===== src/rtl/uart_pkg.sv =====
// Types, defaults and helpers shared by the UART receive and transmit paths.
package uart_pkg;

  localparam int DEFAULT_WIDTH        = 32;
  localparam int DEFAULT_CLKS_PER_BIT = 16;
  // Widest word even_parity() accepts; narrower words are zero-extended by the caller.
  localparam int MAX_WIDTH            = 64;

  typedef enum logic [2:0] {
    IDLE,
    START,
    DATA,
    PARITY,
    STOP,
    WAIT_HIGH
  } rx_state_t;

  function automatic logic even_parity(input logic [MAX_WIDTH-1:0] data);
    return ^data;
  endfunction

endpackage


===== src/rtl/uart_rx_sync.sv =====
// Two-flop synchroniser for the asynchronous serial line; resets to the idle (high) level.
module uart_rx_sync (
  input  logic clk,
  input  logic reset,
  input  logic d,
  output logic q
);

  logic meta;

  always_ff @(posedge clk or posedge reset) begin
    if (reset) begin
      meta <= 1'b1;
      q    <= 1'b1;
    end else begin
      meta <= d;
      q    <= meta;
    end
  end

endmodule


===== src/rtl/uart_rx_path.sv =====
// UART receiver: start detect, mid-bit sampling, LSB-first deserialise, optional even parity,
// stop check, and a one-entry valid/ready output register with a sticky overrun flag.
//
// state     | meaning
// ----------+-----------------------------------------------------------
// IDLE      | line high, waiting for a falling edge on rxs
// START     | counting to mid start bit; high there means a glitch
// DATA      | sampling WIDTH_SIZE data bits, one per bit period
// PARITY    | sampling the even-parity bit (only when pf_q)
// STOP      | sampling the stop bit and loading the output register
// WAIT_HIGH | stop bit was low; hold off until the line returns high
module uart_rx_path
  import uart_pkg::*;
#(
  parameter int WIDTH_SIZE   = DEFAULT_WIDTH,
  parameter int CLKS_PER_BIT = DEFAULT_CLKS_PER_BIT
) (
  input  logic                  clk,
  input  logic                  reset,
  input  logic                  Rx,
  input  logic                  PF,
  output logic [WIDTH_SIZE-1:0] rx_data,
  output logic                  rx_valid,
  input  logic                  rx_ready,
  output logic                  parity_err,
  output logic                  frame_err,
  output logic                  overrun
);

  localparam int CW = $clog2(CLKS_PER_BIT);
  localparam int IW = $clog2(WIDTH_SIZE + 1);
  localparam logic [CW-1:0] HALF_M1  = CW'(CLKS_PER_BIT / 2 - 1);
  localparam logic [CW-1:0] FULL_M1  = CW'(CLKS_PER_BIT - 1);
  localparam logic [IW-1:0] LAST_BIT = IW'(WIDTH_SIZE - 1);

  rx_state_t             state;
  logic                  rxs;
  logic [CW-1:0]         clk_cnt;
  logic [IW-1:0]         bit_idx;
  logic [WIDTH_SIZE-1:0] shift_q;
  logic [MAX_WIDTH-1:0]  shift_ext;
  logic                  pf_q;
  logic                  par_bad;
  logic                  bit_tick;
  logic                  stop_smp;
  logic                  load;

  uart_rx_sync u_sync (
    .clk   (clk),
    .reset (reset),
    .d     (Rx),
    .q     (rxs)
  );

  assign shift_ext = MAX_WIDTH'(shift_q);
  assign bit_tick  = (clk_cnt == FULL_M1);
  assign stop_smp  = (state == STOP) && bit_tick;
  assign load      = stop_smp && (!rx_valid || rx_ready);

  always_ff @(posedge clk or posedge reset) begin
    if (reset) begin
      state      <= IDLE;
      clk_cnt    <= '0;
      bit_idx    <= '0;
      shift_q    <= '0;
      pf_q       <= 1'b0;
      par_bad    <= 1'b0;
      rx_data    <= '0;
      rx_valid   <= 1'b0;
      parity_err <= 1'b0;
      frame_err  <= 1'b0;
      overrun    <= 1'b0;
    end else begin
      if (rx_valid && rx_ready && !load) rx_valid <= 1'b0;

      // A word arriving while the consumer still holds the previous one is dropped.
      if (load) begin
        rx_valid   <= 1'b1;
        rx_data    <= shift_q;
        parity_err <= par_bad;
        frame_err  <= ~rxs;
      end else if (stop_smp) begin
        overrun <= 1'b1;
      end

      case (state)
        IDLE: begin
          if (!rxs) begin
            state   <= START;
            clk_cnt <= '0;
            bit_idx <= '0;
            pf_q    <= PF;
            par_bad <= 1'b0;
          end
        end
        START: begin
          if (clk_cnt == HALF_M1) begin
            clk_cnt <= '0;
            state   <= rxs ? IDLE : DATA;
          end else begin
            clk_cnt <= clk_cnt + 1'b1;
          end
        end
        DATA: begin
          if (bit_tick) begin
            clk_cnt <= '0;
            shift_q <= {rxs, shift_q[WIDTH_SIZE-1:1]};
            if (bit_idx == LAST_BIT) begin
              state <= pf_q ? PARITY : STOP;
            end else begin
              bit_idx <= bit_idx + 1'b1;
            end
          end else begin
            clk_cnt <= clk_cnt + 1'b1;
          end
        end
        PARITY: begin
          if (bit_tick) begin
            clk_cnt <= '0;
            par_bad <= rxs ^ even_parity(shift_ext);
            state   <= STOP;
          end else begin
            clk_cnt <= clk_cnt + 1'b1;
          end
        end
        STOP: begin
          if (bit_tick) begin
            clk_cnt <= '0;
            state   <= rxs ? IDLE : WAIT_HIGH;
          end else begin
            clk_cnt <= clk_cnt + 1'b1;
          end
        end
        WAIT_HIGH: begin
          if (rxs) state <= IDLE;
        end
        default: state <= IDLE;
      endcase
    end
  end

endmodule

===== config.mk =====
export PLATFORM = sky130hd
export DESIGN_NAME = uart_rx_path
export DESIGN_NICKNAME = d
export VERILOG_FILES = /design/src/rtl/uart_pkg.sv /design/src/rtl/uart_rx_sync.sv /design/src/rtl/uart_rx_path.sv
export SDC_FILE = /design/constraint.sdc
export NUM_CORES = 1
export LEC_CHECK = 0
export BUFFER_PORTS_ARGS = -buffer_cell sky130_fd_sc_hd__buf_2
export CORE_UTILIZATION = 58
export DETAILED_ROUTE_END_ITERATION = 10
export HOLD_SLACK_MARGIN = 0.03
export PLACE_DENSITY = 0.76
export SYNTH_ARGS = -nofsm -noshare
export SYNTH_HDL_FRONTEND = slang
export SYNTH_SLANG_ARGS = --single-unit

===== constraint.sdc =====
create_clock -name clk -period 2.7 [get_ports clk]
set_input_delay 0.135 -clock clk [delete_from_list [all_inputs] [get_ports clk]]
set_output_delay 0.135 -clock clk [all_outputs]
set_load 0.1 [all_outputs]

==> PnR_summary.wiki <==
{| class="wikitable"
! Metric !! Value
|-
| Status || finished, final reports clean
|-
| Clk slew on worst S/H paths || 80 ps
|-
| CP required || 2930 ps
|-
| Synthesized area || 3801 um2
|-
| Type of the worst setup path || reg2reg
|-
| RePlAce Congestion || 0.8623
|-
| Power density over cell area || 679.8 nW/um2
|-
| Proportion of register bits with asynchronous set or reset after synthesis || 100.0%
|-
| DIE HEIGHT || 82.96 um
|-
| Pre-CTS setup slack || 585.4 ps
|-
| Summed area of non-filler cells in the final layout || 4329 um2
|-
| Slew of the pin with the lowest slew margin || 650.1 ps
|-
| Unrepaired setup endpoints after global routing || false
|-
| Final Critical Period || 2090 ps
|-
| Cell taking the most area after synthesis || sky130_fd_sc_hd__dfrtp_1
|-
| Synth Register Bits || 85
|-
| Max Cap Viol || 0
|-
| Max Fanout on Critical Path || 20
|-
| Die Wd || 82.96 um
|-
| Worst skew pair latency || 350 ps
|-
| Min Hold Slack || 144.9 ps
|-
| First-pass GRT wire length || 10,740 um
|-
| Register-to-Register Path Depth || 6
|-
| Number of antenna violations at the first check in global routing || 0
|-
| Critical Path Source Type || flop
|-
| Fraction of post-synthesis cell area in the top cell type by area || 54.64%
|-
| Antenna cells || 0
|-
| Total Routing Usage GR || 19.99%
|-
| Number of non-filler instances in the completed layout || 400
|-
| Starting density of the core || 59.86%
|-
| Final count of hold timing violations || 0
|-
| Hold Path Class || in2reg
|-
| DR vias/cell || 5.405
|-
| Number of cells in the design after placement || 381
|-
| Synthesized Nets || 281
|-
| Clock skew || 13.67 ps
|-
| Post-detailed-routing wire length || 6029 um
|-
| Sequential cell area fraction in the yosys report || 56.02%
|-
| Maximum number of pins on one net before global-route repair || 50
|-
| Worst Setup Slack, final || 609.6 ps
|-
| Total Negative Setup Slacks || 0 ps
|-
| Area after detailed placement || 4060 um2
|-
| Number of core rows || 29
|-
| Type of element capturing the critical path || flop
|-
| Slew HR || 56.61%
|-
| Instance count along the most critical hold path || 3
|-
| Number of vias after detailed routing || 2,162
|-
| Wirelength per Cell || 15.07 um
|-
| CTS buffer count || 9
|-
| Final cycle utilization of the critical path || 77.42%
|-
| Overall power consumption || 2.943 mW
|-
| H-tree depth || 3
|-
| Average size of a mapped cell || 13.87 um2
|-
| First-pass iteration count of the detailed router || 4
|-
| Remaining number of nets flagged by the antenna check after routing || 0
|-
| Arrival time worst endpoint || 2330 ps
|-
| Number of enable-type register cells in the synthesized netlist || 0
|-
| Total number of clock tree sinks || 85
|-
| Count of unresolved DRC violations after routing || 0
|-
| Post-cts hold buffer count || 3
|-
| Final setup violating endpoints || 0
|-
| Lkg Pwr || 2.239 nW
|-
| Peak supply drop || 0.4103 mV
|-
| Top-Level Pins || 41
|-
| Worst R2R Setup Slack || 610 ps
|-
| Clock tree from TritonCTS || built
|-
| Max-slew violations || 0
|-
| First DRT Iteration DRCs || 136
|-
| CORE AREA || 6350 um2
|-
| Count of fill cells added during filler insertion || 467
|-
| Synth area leaders || sky130_fd_sc_hd__dfrtp_1, sky130_fd_sc_hd__mux2_2, sky130_fd_sc_hd__mux2_1, sky130_fd_sc_hd__xnor2_1, sky130_fd_sc_hd__xor2_1
|-
| Cells after Synth || 274
|-
| Grt total ovfl || 0
|-
| Layout cell share with drive strength beyond 1 || 35.29%
|-
| Clock root buffer || sky130_fd_sc_hd__clkbuf_8
|-
| Library cells used by synthesis || 49
|-
| Achievable clock frequency || 478.4 MHz
|-
| Full die area || 6882 um2
|-
| Cell with the most instances after synthesis || sky130_fd_sc_hd__dfrtp_1
|-
| Most frequent cells after synthesis || sky130_fd_sc_hd__dfrtp_1, sky130_fd_sc_hd__mux2_2, sky130_fd_sc_hd__mux2_1, sky130_fd_sc_hd__xnor2_1, sky130_fd_sc_hd__nand2_1
|-
| Number of input and output port buffers inserted || 40
|-
| Total number of nets in the final design || 325
|-
| Buffer depth of the longest clock path || 2
|-
| Via count of the first global-routing pass || 2,179
|-
| Post-cts repair resize count || 0
|-
| Final core utilization || 68.18%
|-
| Area overhead of the layout relative to synthesis || 13.89%
|-
| Yosys warning total || 0
|-
| Half-perimeter wire length after detailed placement || 4163 um
|-
| Most frequently used flop master after synthesis || sky130_fd_sc_hd__dfrtp_1
|-
| Post-CTS Setup Bufs || 0
|}
-- placed cells by master (no fill, tap or decap), types with 2 or more instances in the layout --
master,Yosys,final
sky130_fd_sc_hd__buf_12,0,2
sky130_fd_sc_hd__o21ai_0,6,6
sky130_fd_sc_hd__nand2_1,12,12
sky130_fd_sc_hd__inv_1,3,2
sky130_fd_sc_hd__buf_4,1,2
sky130_fd_sc_hd__buf_2,7,40
sky130_fd_sc_hd__clkbuf_8,0,9
sky130_fd_sc_hd__nor2_1,9,9
sky130_fd_sc_hd__ha_1,2,2
sky130_fd_sc_hd__a21oi_1,4,4
sky130_fd_sc_hd__clkinv_2,0,2
sky130_fd_sc_hd__a31oi_1,2,2
sky130_fd_sc_hd__mux2_2,38,38
sky130_fd_sc_hd__bufinv_16,0,3
sky130_fd_sc_hd__xnor2_1,24,24
sky130_fd_sc_hd__nor3_1,2,2
sky130_fd_sc_hd__mux2_1,28,28
sky130_fd_sc_hd__dfstp_2,2,2
sky130_fd_sc_hd__dfrtp_1,83,83
sky130_fd_sc_hd__xnor2_2,2,2
sky130_fd_sc_hd__nand4_1,5,5
sky130_fd_sc_hd__xor2_1,8,8
sky130_fd_sc_hd__dlygate4sd3_1,0,3
-- final cells by class --
type | instances | area (um2) | area share (%)
Tap cell | 77 | 96.34 | 2.225
Timing Repair Buffer | 47 | 285.3 | 6.590
Clock buffer | 10 | 127.6 | 2.948
Sequential cell | 85 | 2130 | 49.19
Multi-Input combinational cell | 172 | 1567 | 36.18
Clock inverter | 6 | 111.4 | 2.572
Inverter | 3 | 12.51 | 0.2890
-- final timing paths --
kind / startpoint / end
min in group asynchronous: reset / state[0]
setup / recovery: clk_cnt[0] / rx_data[20]
setup reg to reg: clk_cnt[0] / rx_data[20]
hold reg to reg: u_sync.meta / u_sync.q
hold / removal: rx_ready / overrun
max in group asynchronous: reset / shift_q[5]
-- layer usage --
layer	up-vias	track usage, %	part of all wire [%]
li1	1037	-	-
met1	1079	27.01	46
met2	38	31.22	49
met3	8	4.374	3.7
met4	0	8.934	1.3
met5	-	0	0
-- logic make-up after synthesis --
kind of cell | after synthesis | synth area share (%)
AO/OA/AOI/OAI | 25 | 4.905
XOR/XNOR | 37 | 9.974
adder cells (fa/ha/maj) | 2 | 0.6582
buffers and inverters | 17 | 2.995
flip-flops | 85 | 56.02
multiplexers | 67 | 19.82
AND/OR/NAND/NOR | 41 | 5.629
-- sequential cells by signal, summed over array words and instances, names as in the netlist --
signal       count
rx_data         32
shift_q         32
bit_idx          6
clk_cnt          4
state            3
frame_err        1
overrun          1
par_bad          1
parity_err       1
pf_q             1
rx_valid         1
u_sync.meta      1
u_sync.q         1
-- power by group --
group          leakage [nW]  switching [mW]  internal, mW
registers              1.17          0.0779          1.33
clock network         0.116           0.439         0.615
logic                 0.957           0.284         0.194
-- worst max-delay path, cell delays in order (launching register included) --
cell and delay (ps):
sky130_fd_sc_hd__dfrtp_1 390, sky130_fd_sc_hd__ha_1 200, sky130_fd_sc_hd__and2_1 230, sky130_fd_sc_hd__nand4_1 170, sky130_fd_sc_hd__nand2b_2 410, sky130_fd_sc_hd__buf_12 260, sky130_fd_sc_hd__mux2_1 320
Power figures use the tool's default switching activity.
